==> config.mk <==
export PLATFORM = sky130hd
export DESIGN_NAME = register_tree_host
export DESIGN_NICKNAME = d
export VERILOG_FILES = /design/src/rtl/register_tree_host_pkg.sv /design/src/rtl/pq_settle_timer.sv /design/src/rtl/register_tree_host.sv
export SDC_FILE = /design/constraint.sdc
export NUM_CORES = 1
export LEC_CHECK = 0
export ABC_AREA = 1
export BUFFER_PORTS_ARGS = -buffer_cell sky130_fd_sc_hd__buf_2
export CORE_MARGIN = 2
export CORE_UTILIZATION = 33
export DETAILED_ROUTE_END_ITERATION = 10
export GPL_TIMING_DRIVEN = 0
export PLACE_DENSITY = 0.79
export SYNTH_ARGS = -nofsm -noshare
export SYNTH_HDL_FRONTEND = slang
export SYNTH_SLANG_ARGS = --single-unit
==> constraint.sdc <==
create_clock -name i_CLK -period 1.9 [get_ports i_CLK]
set_clock_uncertainty 0.2 [all_clocks]
set_input_delay 0.285 -clock i_CLK [delete_from_list [all_inputs] [get_ports i_CLK]]
set_output_delay 0.285 -clock i_CLK [all_outputs]
set_load 0.005 [all_outputs]
==> src/rtl/register_tree_host_pkg.sv <==
// Shared types for the register-tree queue host: FSM states, the queue command bundle,
// and the default settle length derived from the tree depth.
package register_tree_host_pkg;

    typedef enum logic {
        IDLE   = 1'b0,
        SETTLE = 1'b1
    } state_t;

    // Widest key the command bundle can carry; hosts use the low DATA_WIDTH bits.
    localparam int CMD_DATA_MAX = 64;

    typedef struct packed {
        logic                    wrt;
        logic                    read;
        logic [CMD_DATA_MAX-1:0] data;
    } cmd_t;

    // The tree needs one compare-and-swap pair of phases per level to restore order.
    function automatic int settle_default(input int queue_size);
        return 2 * $clog2(queue_size);
    endfunction

endpackage

==> src/rtl/pq_settle_timer.sv <==
// Loadable down-counter timing the quiet period after each queue command.
// Latency: value updates on the edge after load; done is combinational on value.
// Backpressure: none; load always wins over counting down.
module pq_settle_timer #(
    parameter int WIDTH = 2
) (
    input  logic             i_CLK,
    input  logic             i_RSTn,
    input  logic             load,
    input  logic [WIDTH-1:0] load_value,
    output logic [WIDTH-1:0] value,
    output logic             done
);

    always_ff @(posedge i_CLK or negedge i_RSTn) begin
        if (!i_RSTn) begin
            value <= '0;
        end else if (load) begin
            value <= load_value;
        end else if (value != '0) begin
            value <= value - 1'b1;
        end
    end

    assign done = (value == '0);

endmodule

==> src/rtl/register_tree_host.sv <==
// Host controller turning push/pop valid-ready streams into register-tree queue commands.
// Latency: commands are combinational in IDLE; each command is followed by SETTLE_CYCLES busy cycles.
// Backpressure: o_s_ready/o_m_valid drop while settling; ingress stalls on queue full unless a replace is possible.
module register_tree_host
    import register_tree_host_pkg::*;
#(
    parameter int DATA_WIDTH    = 16,
    parameter int QUEUE_SIZE    = 3,
    parameter int SETTLE_CYCLES = settle_default(QUEUE_SIZE),
    parameter bit REPLACE_ENA   = 1'b1
) (
    input  logic                          i_CLK,
    input  logic                          i_RSTn,
    input  logic                          i_s_valid,
    output logic                          o_s_ready,
    input  logic [DATA_WIDTH-1:0]         i_s_data,
    output logic                          o_m_valid,
    input  logic                          i_m_ready,
    output logic [DATA_WIDTH-1:0]         o_m_data,
    output logic                          o_pq_wrt,
    output logic                          o_pq_read,
    output logic [DATA_WIDTH-1:0]         o_pq_data,
    input  logic                          i_pq_full,
    input  logic                          i_pq_empty,
    input  logic [DATA_WIDTH-1:0]         i_pq_top,
    output logic [$clog2(QUEUE_SIZE+1)-1:0] o_count,
    output logic                          o_busy,
    output logic                          o_drop
);

    localparam int CW          = $clog2(QUEUE_SIZE + 1);
    localparam int TW          = (SETTLE_CYCLES > 1) ? $clog2(SETTLE_CYCLES) : 1;
    localparam int SETTLE_LOAD = (SETTLE_CYCLES > 0) ? SETTLE_CYCLES - 1 : 0;
    localparam logic [CW-1:0] COUNT_MAX = CW'(QUEUE_SIZE);

    state_t          state_q;
    state_t          state_d;
    cmd_t            cmd;
    logic            idle;
    logic            pop;
    logic            accept;
    logic            push;
    logic            zero_key;
    logic            issue;
    logic            timer_load;
    logic            timer_done;
    logic [TW-1:0]   settle_left_unused;
    logic            cmd_data_unused;
    logic [CW-1:0]   count_q;
    logic            drop_q;

    assign idle      = (state_q == IDLE);
    assign o_busy    = (state_q == SETTLE);
    assign o_m_valid = idle && !i_pq_empty;
    assign o_m_data  = o_m_valid ? i_pq_top : '0;
    assign pop       = o_m_valid && i_m_ready;

    // The i_m_ready -> o_s_ready path is deliberate: a pop frees the slot a replace reuses.
    always_comb begin
        if (REPLACE_ENA) begin
            o_s_ready = idle && (!i_pq_full || pop);
        end else begin
            o_s_ready = idle && !i_pq_full && !pop;
        end
    end

    // Key 0 marks an empty slot inside the tree, so it is handshaken but never written.
    assign accept     = i_s_valid && o_s_ready;
    assign push       = accept && (i_s_data != '0);
    assign zero_key   = accept && (i_s_data == '0);
    assign issue      = push || pop;
    assign timer_load = idle && issue && (SETTLE_CYCLES > 0);

    always_ff @(posedge i_CLK or negedge i_RSTn) begin
        if (!i_RSTn) begin
            state_q <= IDLE;
        end else begin
            state_q <= state_d;
        end
    end

    always_comb begin
        state_d = state_q;
        case (state_q)
            IDLE:    if (issue && (SETTLE_CYCLES > 0)) state_d = SETTLE;
            SETTLE:  if (timer_done) state_d = IDLE;
            default: state_d = IDLE;
        endcase
    end

    always_comb begin
        cmd = '0;
        if (idle) begin
            cmd.wrt  = push;
            cmd.read = pop;
            if (push) begin
                cmd.data[DATA_WIDTH-1:0] = i_s_data;
            end
        end
    end

    assign o_pq_wrt        = cmd.wrt;
    assign o_pq_read       = cmd.read;
    assign o_pq_data       = cmd.data[DATA_WIDTH-1:0];
    assign cmd_data_unused = ^cmd.data;

    pq_settle_timer #(
        .WIDTH(TW)
    ) u_settle_timer (
        .i_CLK      (i_CLK),
        .i_RSTn     (i_RSTn),
        .load       (timer_load),
        .load_value (TW'(SETTLE_LOAD)),
        .value      (settle_left_unused),
        .done       (timer_done)
    );

    // Replace leaves occupancy unchanged; saturation guards against a misbehaving queue.
    always_ff @(posedge i_CLK or negedge i_RSTn) begin
        if (!i_RSTn) begin
            count_q <= '0;
        end else if (push && !pop && (count_q != COUNT_MAX)) begin
            count_q <= count_q + 1'b1;
        end else if (pop && !push && (count_q != '0)) begin
            count_q <= count_q - 1'b1;
        end
    end

    always_ff @(posedge i_CLK or negedge i_RSTn) begin
        if (!i_RSTn) begin
            drop_q <= 1'b0;
        end else begin
            drop_q <= zero_key;
        end
    end

    assign o_count = count_q;
    assign o_drop  = drop_q;

endmodule

==> flow_metrics.tcl, run 1 <==
set metrics [dict create \
    synth_cells 130 \
    dp_slack_ns 0.132 \
    grt_max_degree 17 \
    cts_tree "done" \
    antenna_found_initial 0 \
    period_share_pct 103 \
    hold_viol 0 \
    insertion_delay_ns 0.24 \
    die_w_um 49.5 \
    grt-ovfl-total 0 \
    netlist-cell-type-count 17 \
    routed_wl_mm 2.04 \
    core_mm2 0.00196 \
    route.detailed.drc 0 \
    max_freq_mhz 512 \
    cellPowerDensity_mw_per_mm2 748 \
    final_core_util_pct 62.9 \
    finalSetupViolations 17 \
    power_mw 0.923 \
    layout.nets 258 \
    clkSlewWorstSetupHoldPaths_ns 0.04 \
    io_pins 78 \
    placedCellCount 234 \
    die_area_mm2 0.00245 \
    yosysTopAreaCellShare_pct 24.8 \
    top_usage_layer "met2" \
    hold_class "input pin to asynchronous set/reset pin" \
    grt_pass1_wl_mm 3.17 \
    critPathLaunchType "flop" \
    violations "negative setup slack" \
    avgSynthCellArea_um2 5.25 \
    dp_hpwl_mm 1.59 \
    yosysSeqAreaShare_pct 22.0 \
    ys_seq_elements 6 \
    yosysWarnings 0 \
    period_needed_ns 1.95 \
    clockBufferDepth 2 \
    synth_nets 169 \
    vias 973 \
    tightest_slew_ns 0.417 \
    synthesis.area_um2 682 \
    area_delta_synth_final_pct 80.9 \
    grt_pass1_vias 790 \
    drive_gt1_share_pct 49.8 \
    tns_ns -0.484 \
    globalRouteMet3Util_pct 6.06 \
    cp.arrival_ns 1.47 \
    antennaDiodeCount 0 \
    drv_slew 0 \
    rows 16 \
    initial_core_util_pct 34.8 \
    p_leak_nw 0.893 \
    grt_use_total_pct 16.1 \
    cts-root-buf "clkbuf_4" \
    met2_usage_pct 29.7 \
    met1_usage_pct 17.2 \
    endpoint_kind "output pin" \
    htree_levels 1 \
    synth_top_cell_by_area "inv_1" \
    fp.dieH_um 49.5 \
    ant_nets 0 \
    viasPerCell 3.99 \
    cts_sinks 6 \
    post_drt_wl_per_cell_um 8.36 \
    setup_ws_ns -0.0516 \
    cts_buffers 3 \
    cap_violations 0 \
    ir_drop_v 0.000593 \
    drt_first_pass_iters 4 \
    rsz0062_at_grt "true" \
    final_cells 244 \
    synth_area_leaders "inv_1 25%, nor2_1 24%, dfrtp_1 22%, nand2_1 9.4%, nand3_1 2.9%" \
    relSlewSlack_pct 72.1 \
    mostFrequentLayoutCell "buf_2" \
    io_buffers 77 \
    crit_fanout 5 \
    outcome "finished with violations" \
    final_cell_mix "77 x buf_2, 44 x inv_1, 35 x nor2_1" \
    crit_type "flop to output pin" \
    cp.required_ns 1.41 \
    drt_iter0_drc 18 \
    gp_congestion 0.689 \
]
==> where the power goes <==
group / total, mW / internal (mW) / switching (mW)
Sequential: 0.222 / 0.180 / 0.0428
Clock: 0.111 / 0.0711 / 0.0403
Combinational: 0.590 / 0.277 / 0.313
==> synthesized netlist by cell type (all sizes together) <==
library cell  number
a21oi              2
buf                1
clkbuf             1
dfrtp              6
ha                 1
inv               46
nand2             20
nand3              4
nor2              47
o21ai              2
==> cell families after synthesis <==
| family | synth area share, % |
|---|---|
| fa+ha+maj | 1.83 |
| simple gates | 43.5 |
| flops | 22.0 |
| buf+inv | 27.5 |
| compound gates | 5.14 |
==> final timing paths <==
path	cells after the start	to	from	slack, ns
hold reg to reg	2	u_settle_timer.value[0]	u_settle_timer.value[0]	0.29
max in group asynchronous	2	o_count[0]	i_RSTn	1.16
min in group i_CLK	6	o_drop	i_s_data[0]	0.29
hold / removal	2	o_busy	i_RSTn	0.19
setup reg to reg	10	o_count[0]	o_busy	0.18
setup / recovery	7	o_pq_data[2]	o_busy	-0.05
==> per-layer routing <==
layer	share of wire, %	vias to the layer above	routed length (µm)
met5	0	-	0
met4	0	0	0
met3	10	0	212
met2	48	49	984
met1	41	393	841
li1	-	531	-
==> repair_timing <==
action                     CTS  global route
hold buffers                 1             0
setup endpoints to repair   22            17
gates cloned                 1             0
pin swaps                    5             4
hold endpoints to repair     6             0
setup buffers                6             0
resized for setup            5            13
==> per-stage QoR <==
stage / hold slack (ns) / instance area, µm²
2_1_floorplan: -0.211 / 682
4_1_cts: 0.186 / 1200
3_5_place_dp: -0.0829 / 1100
6_report: 0.195 / 1230
5_1_grt: 0.207 / 1230
3_3_place_gp: -0.0883 / 1100
==> sequential cells by signal (all words and copies together) (netlist names) <==
name,cells
u_settle_timer.value,2
o_busy,1
o_count,2
o_drop,1
==> critical path: stages, from the launching register on <==
cell and delay [ns]:
dfrtp_1 0.42, nor2_4 0.14, nand2_2 0.08, a21oi_4 0.16
nand2_4 0.09, buf_6 0.15, nor2_2 0.08, buf_2 0.11
==> cell type report <==
type | count | area (µm²)
fill | 206 | 728
timing repair buffer | 85 | 459
multi-input combinational | 76 | 384
inverter | 46 | 173
sequential | 6 | 150
tap | 27 | 33.8
clock buffer | 3 | 22.5
buffer | 1 | 11.3
Note: power is estimated with default switching activity, not from simulation.
==> run 2, diff against run 1 <==
--- a/config.mk
+++ b/config.mk
@@ -11,7 +11,8 @@
 export CORE_UTILIZATION = 33
 export DETAILED_ROUTE_END_ITERATION = 10
 export GPL_TIMING_DRIVEN = 0
-export PLACE_DENSITY = 0.79
+export PLACE_DENSITY = 0.9
+export SKIP_CTS_REPAIR_TIMING = 1
 export SYNTH_ARGS = -nofsm -noshare
 export SYNTH_HDL_FRONTEND = slang
 export SYNTH_SLANG_ARGS = --single-unit
==> flow_metrics.tcl, run 2 (synthesized netlist as in run 1, its figures left out) <==
set metrics [dict create \
    fin_hold_ws_ns 0.202 \
    layout.nets 258 \
    slowest_delay_ns 0.40 \
    ir_drop_v 0.000803 \
    power_mw 0.923 \
    drt_iter0_drc 12 \
    period_share_pct 104 \
    fp.dieH_um 49.5 \
    drive_gt1_share_pct 48.4 \
    cp_top_family "flip-flops" \
    slowest_stage "dfrtp_1" \
    ant_nets 0 \
    crit_buf_inv 2 \
    cts-root-buf "clkbuf_4" \
    outcome "finished with violations" \
    clkSlewWorstSetupHoldPaths_ns 0.04 \
    io_buffers 77 \
    crit_fanout 8 \
    worst_path_most_repeated_cell "nand2_4" \
    endpoint_kind "output pin" \
    grt_pass1_vias 743 \
    initial_core_util_pct 34.8 \
    violations "negative setup slack" \
    core_mm2 0.00196 \
    drt_first_pass_iters 4 \
    register_area_um2 150 \
    grt_use_total_pct 14.6 \
    final_cell_mix "78 x buf_2, 45 x inv_1, 36 x nor2_1" \
    crit_type "flop to output pin" \
    routed_wl_mm 2.07 \
    dp_hpwl_mm 1.62 \
    tightest_slew_ns 0.206 \
    viasPerCell 3.98 \
    crit_start "o_busy" \
    cellPowerDensity_mw_per_mm2 744 \
    cts_buffers 3 \
    rows 16 \
    grt-ovfl-total 0 \
    area_delta_synth_final_pct 82.0 \
    grt_pass1_wl_mm 2.93 \
    cts_sinks 6 \
    drv_slew 0 \
    clockBufferDepth 2 \
    mostFrequentLayoutCell "buf_2" \
    regToRegStartpoint "o_busy" \
    grt_max_degree 11 \
    cts_tree "done" \
    antennaDiodeCount 0 \
    hold_class "input pin to asynchronous set/reset pin" \
    die_w_um 49.5 \
    vias 972 \
    critPathLaunchType "flop" \
    period_needed_ns 1.97 \
    finalSetupViolations 14 \
    cp.required_ns 1.41 \
    io_pins 78 \
    p_leak_nw 0.903 \
    multiInputGateArea_um2 389 \
    antenna_found_initial 0 \
    gp_congestion 0.680 \
    cp.arrival_ns 1.49 \
    cap_violations 0 \
    setup_ws_ns -0.0713 \
    relSlewSlack_pct 86.3 \
    htree_levels 1 \
    fillers 190 \
    r2r_setup_slack_ns 0.25 \
    max_freq_mhz 507 \
    final_core_util_pct 63.3 \
    insertion_delay_ns 0.24 \
    rr_worst_depth 9 \
    hold_viol 0 \
    path_depth 7 \
    die_area_mm2 0.00245 \
    rsz0062_at_grt "true" \
    path_cells "nor2_4 > nand2_4 > a21oi_4 > nand2_4 > buf_6 > nor2_2 > buf_2" \
    route.detailed.drc 0 \
    post_drt_wl_per_cell_um 8.49 \
]
==> run 2: routing by layer <==
layer  vias to the layer above  GRT usage (%)  routed length (µm)
met5                         -              0                   0
met4                         0              0                   0
met3                         0           5.76                 252
met2                        52           28.4                 989
met1                       392           15.7                 829
li1                        528              -                   -
==> run 2: final timing paths <==
| path | end |
|---|---|
| max | o_pq_data[5] |
| min | o_busy |
| max reg2reg | o_count[1] |
| min reg2reg | u_settle_timer.value[0] |
| max in group asynchronous | o_count[1] |
| min in group i_CLK | o_drop |
==> run 2: cell type report <==
type                            instances  share of cell area, %
Multi-Input combinational cell         76                   31.4
Tap cell                               27                   2.72
Inverter                               46                   13.9
Timing Repair Buffer                   84                   36.8
Sequential cell                         6                   12.1
Buffer                                  2                   1.31
Clock buffer                            3                   1.81
==> run 2: report_power, final <==
part	switching (mW)	total (mW)	internal (mW)
registers	0.0419	0.222	0.180
clock network	0.0400	0.111	0.0710
logic	0.312	0.591	0.278
==> run 2: per-stage QoR <==
stage / TNS (ns) / cell area (µm²) / instances / worst slack, ns
finish: -0.623 / 1240 / 244 / -0.0713
global route: -1.85 / 1240 / 244 / -0.160
CTS: -1.41 / 1120 / 237 / -0.138
detailed placement: 0 / 1100 / 234 / 0.119
global placement: 0 / 1100 / 234 / 0.147
floorplan: 0 / 682 / 130 / 0.264
==> run 2: worst reg2reg max path: stages, from the launching register on <==
cell and delay (ns):
dfrtp_1 0.40, nor2_4 0.13, nand2_4 0.07, a21oi_4 0.17, nand2_4 0.11, buf_12 0.15, buf_4 0.13, nand2_2 0.04
nand2_1 0.05, a21oi_2 0.12
==> run 3, diff against run 2 <==
--- a/config.mk
+++ b/config.mk
@@ -7,6 +7,7 @@
 export LEC_CHECK = 0
 export ABC_AREA = 1
 export BUFFER_PORTS_ARGS = -buffer_cell sky130_fd_sc_hd__buf_2
+export CORE_ASPECT_RATIO = 0.9
 export CORE_MARGIN = 2
 export CORE_UTILIZATION = 33
 export DETAILED_ROUTE_END_ITERATION = 10
==> flow_metrics.tcl, run 3 (synthesized netlist as in run 1, its figures left out) <==
set metrics [dict create \
    power_mw 0.933 \
    cts-root-buf "clkbuf_4" \
    tns_ns -1.15 \
    hold_class "input pin to asynchronous set/reset pin" \
    cp_top_family "simple AND/OR/NAND/NOR gates" \
    worst_path_most_repeated_cell "nand2_4" \
    grt_pass1_wl_mm 2.62 \
    rsz0062_at_grt "true" \
    initial_core_util_pct 35.3 \
    crit_type "flop to output pin" \
    setup_ws_ns -0.128 \
    outcome "finished with violations" \
    max_freq_mhz 493 \
    grt-ovfl-total 0 \
    fp.dieH_um 47.1 \
    routed_wl_mm 2.05 \
    path_cells "nor2_4 > nand2_4 > a21oi_4 > nand2_4 > buf_6 > nor2_2 > buf_2" \
    relSlewSlack_pct 86.8 \
    route.detailed.drc 0 \
    final_cell_mix "77 x buf_2, 45 x inv_1, 36 x nor2_1" \
    insertion_delay_ns 0.24 \
    cp.required_ns 1.41 \
    core_mm2 0.00193 \
    gp_congestion 0.725 \
    vias 974 \
    die_area_mm2 0.00245 \
    drive_gt1_share_pct 49.1 \
    io_buffers 77 \
    violations "negative setup slack" \
    grt_use_total_pct 14.6 \
    clockBufferDepth 2 \
    htree_levels 1 \
    dp_hpwl_mm 1.61 \
    crit_buf_inv 2 \
    post_drt_wl_per_cell_um 8.42 \
    cellPowerDensity_mw_per_mm2 752 \
    antenna_found_initial 0 \
    die_w_um 51.9 \
    ant_nets 0 \
    ir_drop_v 0.000670 \
    area_delta_synth_final_pct 81.8 \
    clkSlewWorstSetupHoldPaths_ns 0.04 \
    io_pins 78 \
    layout.nets 259 \
    period_share_pct 107 \
    viasPerCell 4.01 \
    antennaDiodeCount 0 \
    place_area_mm2 0.00110 \
    tightest_slew_ns 0.197 \
    cts_sinks 6 \
    cap_violations 0 \
    grt_pass1_vias 707 \
    fin_hold_ws_ns 0.191 \
    slowest_delay_ns 0.41 \
    slowest_stage "dfrtp_1" \
    rows 15 \
    period_needed_ns 2.03 \
    drt_first_pass_iters 4 \
    hold_viol 0 \
    fillers 175 \
    grt_max_degree 11 \
    endpoint_kind "output pin" \
    cts_buffers 3 \
    crit_fanout 8 \
    fin_area_mm2 0.00124 \
    critPathLaunchType "flop" \
    drt_iter0_drc 7 \
    cts_tree "done" \
    mostFrequentLayoutCell "buf_2" \
    p_leak_nw 0.908 \
    r2r_setup_slack_ns 0.33 \
    finalSetupViolations 15 \
    drv_slew 0 \
    cp.arrival_ns 1.54 \
]
run 3: cell types whose count changed in the layout (fill, tap and decap cells not counted):
cell,before,now
nor2_4,5,3
buf_12,1,0
nor2_2,6,8
buf_2,78,77
nand2_2,1,2
nand2_1,17,16
buf_6,2,5
run 3: per-layer routing:
layer | vias up | wire, µm | global-route usage (%)
met3 | 2 | 253 | 6.69
met1 | 394 | 799 | 15.1
met2 | 47 | 976 | 27.3
li1 | 531 | - | -
met4 | 0 | 18 | 3.16
met5 | - | 0 | 0
run 3: final timing paths:
kind / to / startpoint / depth (start not counted)
worst max-delay path: o_pq_data[13] / o_busy / 7
worst min-delay path: u_settle_timer.value[0] / i_RSTn / 2
worst max register to register: o_count[1] / o_busy / 8
worst min register to register: u_settle_timer.value[0] / u_settle_timer.value[0] / 2
max in group asynchronous: o_count[1] / i_RSTn / 2
min in group i_CLK: o_drop / i_s_valid / 5
run 3: report_power, final:
group | switching (mW) | internal, mW | total (mW)
logic | 0.311 | 0.287 | 0.598
clock network | 0.0424 | 0.0712 | 0.114
registers | 0.0419 | 0.180 | 0.222
total | 0.396 | 0.537 | 0.933
run 3: metrics by stage:
| step | setup slack, ns | utilization, % | instances |
|---|---|---|---|
| floorplan | 0.264 | - | 130 |
| global placement | 0.139 | 56.8 | 232 |
| detailed placement | 0.124 | 56.8 | 232 |
| CTS | -0.145 | 58.0 | 235 |
| global route | -0.187 | 64.1 | 243 |
| finish | -0.128 | 64.1 | 243 |
run 3: cell type report:
cell class	count	area, µm²	share of cell area [%]
inverters	46	173	13.9
plain buffers	2	22.5	1.82
repair buffers	85	459	37.0
multi-input cells	76	382	30.8
clock buffers	3	22.5	1.82
well taps	25	31.3	2.52
flip-flops and latches	6	150	12.1
run 3: worst reg2reg max path, cell delays in order (launching register included):
cell and delay [ns]:
dfrtp_1 0.41, nor2_4 0.13, nand2_4 0.07, a21oi_4 0.19, nand2_4 0.12, buf_4 0.16
nand2_2 0.04, nand2_1 0.05, a21oi_2 0.13
